File: src/rtl/reg_file_pkg.sv
`default_nettype none
//============================================================================
// reg_file_pkg: shared state encoding and default geometry for reg_file_param
// Rev 1.0
//============================================================================
package reg_file_pkg;

  localparam int DW_DEFAULT = 16;
  localparam int AW_DEFAULT = 3;

  typedef enum logic [0:0] {
    IDLE  = 1'b0,
    CLEAR = 1'b1
  } state_t;

endpackage
`default_nettype wire

File: src/rtl/reg_file_param_if.sv
`default_nettype none
//============================================================================
// reg_file_param_if: write/read/clear bus of the parametrised register file
// Rev 1.0
//============================================================================
interface reg_file_param_if
  import reg_file_pkg::*;
#(
  parameter int DW = DW_DEFAULT,
  parameter int AW = AW_DEFAULT
) ();

  logic          we;
  logic [AW-1:0] W_Adr;
  logic [DW-1:0] W;
  logic [AW-1:0] R_Adr;
  logic [AW-1:0] S_Adr;
  logic          clr;
  logic [DW-1:0] R;
  logic [DW-1:0] S;
  logic          busy;

  modport master (
    output we, W_Adr, W, R_Adr, S_Adr, clr,
    input  R, S, busy
  );

  modport slave (
    input  we, W_Adr, W, R_Adr, S_Adr, clr,
    output R, S, busy
  );

endinterface
`default_nettype wire

File: src/rtl/addr_decoder.sv
`default_nettype none
//============================================================================
// addr_decoder: AW-bit address to one-hot select with global enable
// Rev 1.0
//============================================================================
module addr_decoder #(
  parameter int AW = 3
) (
  input  wire logic [AW-1:0]      i_addr,
  input  wire logic               i_en,
  output logic      [2**AW-1:0]   o_sel
);

  for (genvar i = 0; i < 2**AW; i++) begin : g_sel
    assign o_sel[i] = i_en && (i_addr == AW'(i));
  end

endmodule
`default_nettype wire

File: src/rtl/reg_file_param.sv
`default_nettype none
//============================================================================
// reg_file_param: 1W/2R register file with bypass, optional zero r0, clear sweep
// Rev 1.0
//============================================================================
module reg_file_param
  import reg_file_pkg::*;
#(
  parameter int DW      = DW_DEFAULT,
  parameter int AW      = AW_DEFAULT,
  parameter int ZERO_R0 = 0
) (
  input  wire logic        clk,
  input  wire logic        reset,
  reg_file_param_if.slave  bus
);

  localparam int c_DEPTH   = 2**AW;
  localparam bit c_ZERO_EN = (ZERO_R0 != 0);

  state_t              r_state;
  state_t              w_state_nxt;
  logic [AW-1:0]       r_cnt;
  logic [AW-1:0]       w_cnt_nxt;
  logic [DW-1:0]       r_mem [c_DEPTH];

  logic                w_clearing;
  logic                w_wr_en;
  logic [AW-1:0]       w_wr_adr;
  logic [DW-1:0]       w_wr_data;
  logic [c_DEPTH-1:0]  w_wsel;
  logic                w_byp_r;
  logic                w_byp_s;

  always_ff @(posedge clk or negedge reset) begin
    if (!reset) begin
      r_state <= IDLE;
      r_cnt   <= '0;
    end else begin
      r_state <= w_state_nxt;
      r_cnt   <= w_cnt_nxt;
    end
  end

  always_comb begin
    w_state_nxt = r_state;
    w_cnt_nxt   = r_cnt;
    case (r_state)
      IDLE: begin
        if (bus.clr) begin
          w_state_nxt = CLEAR;
          w_cnt_nxt   = '0;
        end
      end
      CLEAR: begin
        w_cnt_nxt = r_cnt + 1'b1;
        if (r_cnt == AW'(c_DEPTH - 1)) begin
          w_state_nxt = IDLE;
          w_cnt_nxt   = '0;
        end
      end
      default: begin
        w_state_nxt = IDLE;
        w_cnt_nxt   = '0;
      end
    endcase
  end

  assign w_clearing = (r_state == CLEAR);
  assign bus.busy   = w_clearing;

  // The sweep owns the write port; external writes to a hardwired r0 are dropped here.
  assign w_wr_en   = w_clearing | (bus.we & ~(c_ZERO_EN & (bus.W_Adr == '0)));
  assign w_wr_adr  = w_clearing ? r_cnt : bus.W_Adr;
  assign w_wr_data = w_clearing ? '0 : bus.W;

  addr_decoder #(
    .AW (AW)
  ) u_wdec (
    .i_addr (w_wr_adr),
    .i_en   (w_wr_en),
    .o_sel  (w_wsel)
  );

  always_ff @(posedge clk or negedge reset) begin
    if (!reset) begin
      for (int i = 0; i < c_DEPTH; i++) r_mem[i] <= '0;
    end else begin
      for (int i = 0; i < c_DEPTH; i++) begin
        if (w_wsel[i]) r_mem[i] <= w_wr_data;
      end
    end
  end

  assign w_byp_r = ~w_clearing & bus.we & (bus.W_Adr == bus.R_Adr);
  assign w_byp_s = ~w_clearing & bus.we & (bus.W_Adr == bus.S_Adr);

  // Zero-r0 masking sits after the bypass so it also overrides forwarded data.
  assign bus.R = (c_ZERO_EN && (bus.R_Adr == '0)) ? '0 :
                 w_byp_r ? bus.W : r_mem[bus.R_Adr];
  assign bus.S = (c_ZERO_EN && (bus.S_Adr == '0)) ? '0 :
                 w_byp_s ? bus.W : r_mem[bus.S_Adr];

endmodule
`default_nettype wire

File: src/flat_wrapper.sv
// flat-port wrapper written by rule: the top's interface ports become plain ports
module reg_file_param_flat import reg_file_pkg::*;
#(
  parameter int DW      = DW_DEFAULT,
  parameter int AW      = AW_DEFAULT,
  parameter int ZERO_R0 = 0
)
  (clk, reset, bus_we, bus_W_Adr, bus_W, bus_R_Adr, bus_S_Adr, bus_clr, bus_R, bus_S, bus_busy);
  reg_file_param_if #(.DW(DW), .AW(AW)) bus_i ();
  input  wire logic clk;
  input  wire logic reset;
  input wire logic [$bits(bus_i.we)-1:0] bus_we;
  input wire logic [$bits(bus_i.W_Adr)-1:0] bus_W_Adr;
  input wire logic [$bits(bus_i.W)-1:0] bus_W;
  input wire logic [$bits(bus_i.R_Adr)-1:0] bus_R_Adr;
  input wire logic [$bits(bus_i.S_Adr)-1:0] bus_S_Adr;
  input wire logic [$bits(bus_i.clr)-1:0] bus_clr;
  output wire logic [$bits(bus_i.R)-1:0] bus_R;
  output wire logic [$bits(bus_i.S)-1:0] bus_S;
  output wire logic [$bits(bus_i.busy)-1:0] bus_busy;
  assign bus_i.we = bus_we;
  assign bus_i.W_Adr = bus_W_Adr;
  assign bus_i.W = bus_W;
  assign bus_i.R_Adr = bus_R_Adr;
  assign bus_i.S_Adr = bus_S_Adr;
  assign bus_i.clr = bus_clr;
  assign bus_R = bus_i.R;
  assign bus_S = bus_i.S;
  assign bus_busy = bus_i.busy;
  reg_file_param #(.DW(DW), .AW(AW), .ZERO_R0(ZERO_R0)) u_core (.clk(clk), .reset(reset), .bus(bus_i));
endmodule
File: config.mk
export PLATFORM = sky130hd
export DESIGN_NAME = reg_file_param_flat
export DESIGN_NICKNAME = d
export VERILOG_FILES = /design/src/rtl/reg_file_pkg.sv /design/src/rtl/reg_file_param_if.sv /design/src/rtl/addr_decoder.sv /design/src/rtl/reg_file_param.sv /design/src/flat_wrapper.sv
export SDC_FILE = /design/constraint.sdc
export NUM_CORES = 1
export LEC_CHECK = 0
export CORE_ASPECT_RATIO = 0.5
export CORE_MARGIN = 3
export CORE_UTILIZATION = 50
export CTS_CLUSTER_DIAMETER = 200
export CTS_CLUSTER_SIZE = 20
export DETAILED_ROUTE_END_ITERATION = 12
export MAX_ROUTING_LAYER = met4
export PLACE_DENSITY_LB_ADDON = 0.08
export SLEW_MARGIN = 10
export SYNTH_ARGS = -nofsm -noshare
export SYNTH_HDL_FRONTEND = slang
export SYNTH_SLANG_ARGS = --single-unit
File: constraint.sdc
create_clock -name clk -period 3.3 [get_ports clk]
set_clock_uncertainty 0.2 [all_clocks]
set_input_delay 0.66 -clock clk [delete_from_list [all_inputs] [get_ports clk]]
set_output_delay 0.66 -clock clk [all_outputs]
set_load 0.02 [all_outputs]
* Word-level counts from Yosys, hierarchy flattened
Index checks and enable logic that the tools add are counted.
Storage, ports and cells: bits in registers 132, latch bits 0, bits in writable memories 0, bits in read-only memories 0, word-level logic and storage cells 56, memories kept 0
Operators by class: add/sub/neg operators 1, $mul 0, divide/modulo/power cells 0, order comparisons 2, equal/unequal tests 11, shift operators 0, mux-type cells 16, bitwise gates (word level) 7, reductions and logical operators 9
Operators with widths (number):
- two-way mux 16 bit | 7
- binary-select mux 16 bit (select 3 bit) | 2
- == test 3 bit (second input constant) | 5
- two-way mux 3 bit | 3
- greater-or-equal comparator 4 bit (second input constant) | 2
- logical AND 1 bit | 8
- inverter 3 -> 4 bit | 2
- == test 3 x 2 -> 1 bit (second input constant) | 2
- == test 3 bit | 2
- case mux 3 bit (2 select lines) | 1
- adder 3 x 1 -> 3 bit (second input constant) | 1
- bitwise AND 1 bit | 3
- == test 3 x 1 -> 1 bit (second input constant) | 1
- logical NOT 3 bit | 1
- two-way mux 1 bit | 2
- != test 2 bit (second input constant) | 1
- case mux 1 bit (2 select lines) | 1
- inverter 1 bit | 1
- OR 1 bit | 1

* Longest topological paths before layout
Gate-level depths: netlist of run 1.
word-level depth 5, gate-level depth with buffers 6, mapped depth without buffers 5

* Modules after synthesis
From an unflattened synthesis of run 1, not the netlist that was laid out.
Second synthesis, totals: cell total of the unflattened synthesis 480, area, all modules 7791.2 um^2
Modules (own cells, without submodules):
- reg_file_param | times used 1, cells an instance 472, area an instance 7694.9 um^2, seq. area each 3303.2 um^2
- addr_decoder | times used 1, cells an instance 8, area an instance 96.3 um^2, seq. area each 0.0 um^2

* Worst setup path after synthesis of run 1
No wires, ideal clock.
path kind input to output, start point in bus_R_Adr[1], end point out bus_R[0], data arrival time 2.050 ns, required time 2.440 ns, path slack 0.390 ns, stages on the path 5, path buffers 2, cells stage by stage clkbuf_1 clkbuf_1 mux4_1 mux2_2 mux2_2
On the way: word-level cells in the longest chain between the ends 5, elaborated cells on any way between the ends 7
Ends and longest elaborated chain:
- start: declaration | line flat_wrapper.sv:15 | input wire logic [$bits(bus_i.R_Adr)-1:0] bus_R_Adr;
- inverter 3 -> 4 bit (not written as such) | line reg_file_param.sv:100 | w_byp_r ? bus.W : r_mem[bus.R_Adr];
- binary-select mux 16 bit (select 3 bit) | line reg_file_param.sv:100
- two-way mux 16 bit (not written as such) (2 in a row) | line reg_file_param.sv:100
- two-way mux 16 bit * | line reg_file_param.sv:100
- end: declaration | line flat_wrapper.sv:18 | output wire logic [$bits(bus_i.R)-1:0] bus_R;
Mark *: on every way between the ends. The rest lies on a longest branch, timed or not. The select of a mux whose other input is x is not followed.

* Worst setup path in the final report of run 1
start point in bus_R_Adr[0], end point out bus_R[1]
Same word-level chain as after synthesis.

==> impl_metrics.prom, run 1 <==
# TYPE chip_impl_metric gauge
chip_impl_metric{name="core_area",unit="sq um"} 15000
chip_impl_metric{name="total_leakage_power",unit="nW"} 4.81
chip_impl_metric{name="final_max_slew_viol_count",unit=""} 0
chip_impl_metric{name="clock_latency_on_the_worst_skew_pair",unit="ns"} 0.41
chip_impl_metric{name="die_outline_height",unit="um"} 95.2
chip_impl_metric{name="grt_max_degree",unit=""} 48
chip_impl_metric{name="share_comb_of_total_power",unit=""} 0.396
chip_impl_metric{name="dpl_worst_slack",unit="ns"} -0.466
chip_impl_metric{name="floorplan.io_pins",unit=""} 62
chip_impl_metric{name="post_synth_xor_area_fraction",unit=""} 0.00660
chip_impl_metric{name="cts_max_path_buffers",unit=""} 2
chip_impl_metric{name="design_area",unit="sq um"} 9710
chip_impl_metric{name="switchingPower",unit="W"} 0.00229
chip_impl_metric{name="fp-row-count",unit=""} 31
chip_impl_metric{name="synth-seq-cells",unit=""} 132
chip_impl_metric{name="first_pass_grt_wire_length",unit="mm"} 30.6
chip_impl_metric{name="met2_wirelength",unit="mm"} 9.16
chip_impl_metric{name="drv.max_cap_violation_count",unit=""} 0
chip_impl_metric{name="dr.first_iter.drc_count",unit=""} 308
chip_impl_info{name="type_of_the_worst_setup_path",value="primary input to output pin"} 1
chip_impl_metric{name="compound_cell_area_share_of_the_yosys_netlist",unit=""} 0.0226
chip_impl_metric{name="peak_supply_drop",unit="mV"} 0.410
chip_impl_metric{name="pwr-share-clk",unit=""} 0.273
chip_impl_info{name="worst_setup_path_end_kind",value="output pin"} 1
chip_impl_metric{name="finalWeightedCongestion",unit=""} 0.721
chip_impl_info{name="min_path_type",value="primary input to asynchronous set/reset pin"} 1
chip_impl_metric{name="synth_top_cell_area_share",unit=""} 0.415
chip_impl_metric{name="antenna_found_initial",unit=""} 0
chip_impl_metric{name="critical_path.max_fanout",unit=""} 5
chip_impl_metric{name="worst-endpoint-required",unit="ns"} 2.44
chip_impl_metric{name="path_buf_inv",unit=""} 3
chip_impl_metric{name="postLayoutSetupSlackWorst",unit="ns"} 0.0368
chip_impl_metric{name="clock_tree.htree_level_count",unit=""} 4
chip_impl_metric{name="remaining_drc_errors",unit=""} 0
chip_impl_metric{name="period_utilization",unit=""} 0.989
chip_impl_metric{name="clk_pin_slew_worst_paths",unit="ns"} 0.05
chip_impl_metric{name="syn-num-nets",unit=""} 511
chip_impl_metric{name="number_of_buffers_inserted_by_hold_repair_at_cts",unit=""} 0
chip_impl_metric{name="vias",unit=""} 4798
chip_impl_metric{name="clock.fmax",unit="MHz"} 306
chip_impl_info{name="tritoncts",value="done"} 1
chip_impl_info{name="worst_path_max_delay_cell",value="sky130_fd_sc_hd__mux4_1"} 1
chip_impl_metric{name="crit_path_time_final",unit="ns"} 3.26
chip_impl_metric{name="post_layout_util",unit=""} 0.647
chip_impl_metric{name="antenna_cells",unit=""} 0
chip_impl_metric{name="total_die_area",unit="sq um"} 17600
chip_impl_metric{name="synthesis.area",unit="sq um"} 7960
chip_impl_metric{name="synth_mux_area_frac",unit=""} 0.489
chip_impl_metric{name="power.sequential.fraction",unit=""} 0.331
chip_impl_metric{name="drtPass1Iterations",unit=""} 5
chip_impl_metric{name="filler_instances",unit=""} 1096
chip_impl_info{name="top_layer",value="met4"} 1
chip_impl_metric{name="number_of_global_route_vias_before_repair",unit=""} 5197
chip_impl_metric{name="cts_made_buffers",unit=""} 17
chip_impl_metric{name="port_buffers",unit=""} 61
chip_impl_metric{name="hold_violations",unit=""} 0
chip_impl_metric{name="post_route_cells_drive_above_1_share",unit=""} 0.443
chip_impl_info{name="synth.top_cells.by_area",value="sky130_fd_sc_hd__dfrtp_1 (42%), sky130_fd_sc_hd__mux4_1 (21%), sky130_fd_sc_hd__mux2_2 (21%)"} 1
chip_impl_metric{name="die_x",unit="um"} 184
chip_impl_metric{name="final_antenna_net_count",unit=""} 0
chip_impl_metric{name="postSynthAreaPerCell",unit="sq um"} 16.6
chip_impl_info{name="cts_root_buf",value="sky130_fd_sc_hd__clkbuf_16"} 1
chip_impl_metric{name="synth_cell_types",unit=""} 29
chip_impl_metric{name="power_switching_share",unit=""} 0.332
chip_impl_metric{name="worst_pin_slew",unit="ns"} 0.639
chip_impl_metric{name="overflow",unit=""} 0
chip_impl_metric{name="power",unit="W"} 0.00689
chip_impl_metric{name="adder_cell_share_of_the_synthesized_area",unit=""} 0.00315
chip_impl_metric{name="synth_sequential_area_ratio",unit=""} 0.415
chip_impl_metric{name="design.final.nets",unit=""} 601
chip_impl_info{name="worstPathCellList",value="buf_6 > buf_6 > mux4_1 > mux2_2 > mux2_2 > dlygate4sd2_1"} 1
chip_impl_metric{name="hpwl_detailed",unit="mm"} 12.1
chip_impl_info{name="timing.critical_path.max_delay_family",value="multiplexers"} 1
chip_impl_metric{name="wl_met3",unit="mm"} 1.29
chip_impl_metric{name="effective_utilization_at_floorplan",unit=""} 0.530
chip_impl_metric{name="totalWireLength",unit="mm"} 19.5
chip_impl_metric{name="setup_viol",unit=""} 0
chip_impl_metric{name="vias_per_cell",unit=""} 6.15
chip_impl_metric{name="slew-limit-headroom",unit=""} 0.574
chip_impl_metric{name="postPlaceCellArea",unit="sq um"} 8990
chip_impl_info{name="critical_path.startpoint_type",value="primary input"} 1
chip_impl_metric{name="synth.yosys.warnings",unit=""} 0
chip_impl_metric{name="basic_gate_share_of_the_synthesized_area_counting_and_or_nand_and_nor_cells",unit=""} 0.0294
chip_impl_info{name="combinational_family_with_the_most_area_after_synthesis",value="multiplexers"} 1
chip_impl_info{name="yosys.area.top_type",value="sky130_fd_sc_hd__dfrtp_1"} 1
chip_impl_metric{name="power_density",unit="nW/um^2"} 710
chip_impl_metric{name="grt.total_usage",unit=""} 0.244
chip_impl_metric{name="areaGrowthSynthToFinish",unit="%"} 22.0
chip_impl_metric{name="postSynthCellCount",unit=""} 480
chip_impl_metric{name="clock_sink_count",unit=""} 132
chip_impl_info{name="run_status",value="finished clean"} 1
chip_impl_metric{name="cellInternalPower",unit="W"} 0.00460
chip_impl_metric{name="critical-path-max-stage-delay",unit="ns"} 0.57
chip_impl_metric{name="routed_length_on_met1",unit="mm"} 8.89
chip_impl_metric{name="critical_path_arrival",unit="ns"} 2.40
chip_impl_metric{name="avgRoutedWirePerCell",unit="um"} 25.0
## per-layer routing
| layer | up-vias | GRT usage |
|---|---|---|
| li1 | 2119 | - |
| met5 | - | - |
| met3 | 16 | 0.0488 |
| met1 | 2512 | 0.342 |
| met2 | 151 | 0.375 |
| met4 | 0 | 0.0497 |
## worst paths after layout
path                                               startpoint                       endpoint  slack [ns]  cells after the start
worst max register to register      u_core.bus.busy$_DFF_PN0_   u_core.r_mem[71]$_DFFE_PN0P_        0.82                      5
worst min-delay path                                    reset   u_core.r_mem[22]$_DFFE_PN0P_        0.06                      1
worst max-delay path                             bus_R_Adr[0]                       bus_R[1]        0.04                      6
worst min register to register  u_core.r_mem[103]$_DFFE_PN0P_  u_core.r_mem[103]$_DFFE_PN0P_        0.29                      1
min in group clk                u_core.r_mem[103]$_DFFE_PN0P_  u_core.r_mem[103]$_DFFE_PN0P_        0.29                      1
max in group asynchronous                               reset   u_core.r_mem[99]$_DFFE_PN0P_        2.02                      2
## state kept, by name, summed over array words and instances (netlist names)
signal,cells
u_core.bus.busy,1
u_core.r_cnt,3
u_core.r_mem,128
## final cells by class
class	count	area [sq um]	area share
flip-flops and latches	132	3300	0.340
clock inverters	12	131	0.0135
inverters	1	3.75	0.000387
repair buffers	105	1180	0.122
well taps	198	248	0.0255
multi-input cells	313	4390	0.452
clock buffers	19	453	0.0467
## cells by family (layout without fill, tap and decap cells)
| group | Yosys count | after routing |
|---|---|---|
| DFF | 132 | 132 |
| adders and majority gates | 2 | 2 |
| and+or+nand+nor | 37 | 37 |
| muxes | 257 | 257 |
| xor gates and xnor gates | 6 | 6 |
| buffers and inverters | 35 | 137 |
| AOI/OAI and AO/OA | 11 | 11 |
## placed cells by master (no fill, tap or decap), types with 2 or more instances in the layout
cell	n
sky130_fd_sc_hd__clkinv_4	2
sky130_fd_sc_hd__buf_16	2
sky130_fd_sc_hd__dlygate4sd2_1	16
sky130_fd_sc_hd__buf_6	8
sky130_fd_sc_hd__nor2_1	2
sky130_fd_sc_hd__buf_12	14
sky130_fd_sc_hd__buf_2	6
sky130_fd_sc_hd__mux2_1	35
sky130_fd_sc_hd__a22oi_4	7
sky130_fd_sc_hd__clkbuf_16	18
sky130_fd_sc_hd__ha_1	2
sky130_fd_sc_hd__mux2_2	148
sky130_fd_sc_hd__clkinv_2	3
sky130_fd_sc_hd__o21ai_0	2
sky130_fd_sc_hd__xnor2_1	6
sky130_fd_sc_hd__clkdlybuf4s15_1	11
sky130_fd_sc_hd__clkinvlp_4	4
sky130_fd_sc_hd__mux2_4	9
sky130_fd_sc_hd__or3b_1	4
sky130_fd_sc_hd__clkdlybuf4s50_1	19
sky130_fd_sc_hd__nor2b_1	16
sky130_fd_sc_hd__clkbuf_8	2
sky130_fd_sc_hd__mux4_1	64
sky130_fd_sc_hd__dfrtp_1	132
sky130_fd_sc_hd__buf_4	20
sky130_fd_sc_hd__nand4_1	2
sky130_fd_sc_hd__bufinv_16	2
sky130_fd_sc_hd__clkdlybuf4s15_2	5
sky130_fd_sc_hd__nand3b_1	3
sky130_fd_sc_hd__nand2_1	4
## worst reg2reg max path, stage by stage, from the launching register on
cell,delay [ns]
sky130_fd_sc_hd__dfrtp_1,0.40
sky130_fd_sc_hd__buf_4,0.28
sky130_fd_sc_hd__or3b_1,0.60
sky130_fd_sc_hd__a22oi_4,0.32
sky130_fd_sc_hd__buf_12,0.20
sky130_fd_sc_hd__mux2_1,0.35
## synthesized netlist by cell type
master,n
sky130_fd_sc_hd__or3_1,1
sky130_fd_sc_hd__mux2_1,35
sky130_fd_sc_hd__a22o_1,1
sky130_fd_sc_hd__mux2i_1,1
sky130_fd_sc_hd__nand2_2,1
sky130_fd_sc_hd__buf_1,2
sky130_fd_sc_hd__nand4_1,2
sky130_fd_sc_hd__buf_6,16
sky130_fd_sc_hd__or3b_1,4
sky130_fd_sc_hd__nand3_1,1
sky130_fd_sc_hd__dfrtp_1,132
sky130_fd_sc_hd__nand2_1,4
sky130_fd_sc_hd__nor2_1,2
sky130_fd_sc_hd__nand2b_1,1
sky130_fd_sc_hd__inv_1,1
sky130_fd_sc_hd__xnor2_1,6
sky130_fd_sc_hd__a22oi_4,7
sky130_fd_sc_hd__a22oi_2,1
sky130_fd_sc_hd__clkbuf_1,8
sky130_fd_sc_hd__buf_2,3
sky130_fd_sc_hd__o21ai_0,2
sky130_fd_sc_hd__mux2_4,9
sky130_fd_sc_hd__mux4_1,64
sky130_fd_sc_hd__nand3b_1,3
sky130_fd_sc_hd__nor2b_1,17
sky130_fd_sc_hd__mux2_2,148
sky130_fd_sc_hd__buf_4,5
sky130_fd_sc_hd__nand3b_2,1
sky130_fd_sc_hd__ha_1,2
## stage by stage
step | TNS [ns] | hold WS [ns] | std cells
2_1_floorplan | 0 | 0.164 | 480
3_3_place_gp | -11.20 | 0.274 | 743
3_5_place_dp | -11.79 | 0.284 | 743
4_1_cts | -0.197 | 0.0773 | 779
5_1_grt | -0.00230 | 0.102 | 780
6_report | 0 | 0.0603 | 780
## power groups by stage
stage / Sequential (W) / Combinational [W] / Clock, W
2_1_floorplan: 0.00220 / 0.00189 / 0
3_3_place_gp: 0.00227 / 0.00273 / 0
3_5_place_dp: 0.00230 / 0.00278 / 0
4_1_cts: 0.00227 / 0.00275 / 0.00189
5_1_grt: 0.00233 / 0.00291 / 0.00198
6_report: 0.00228 / 0.00273 / 0.00188
## repair_timing
action                                  CTS  global route
gates resized for setup                  75            22
setup buffers                             1             0
endpoints found under the setup margin   32            32
pin swaps                                 1             1
gates cloned                              4             1
(Power assumes the default switching activity.)
==> run 2, diff against run 1 <==
--- a/config.mk
+++ b/config.mk
@@ -5,6 +5,7 @@
 export SDC_FILE = /design/constraint.sdc
 export NUM_CORES = 1
 export LEC_CHECK = 0
+export ABC_CLOCK_PERIOD_IN_PS = 3300
 export CORE_ASPECT_RATIO = 0.5
 export CORE_MARGIN = 3
 export CORE_UTILIZATION = 50
==> results of run 2 <==
The final DEF is identical to that of run 1; final timing and power are the same.
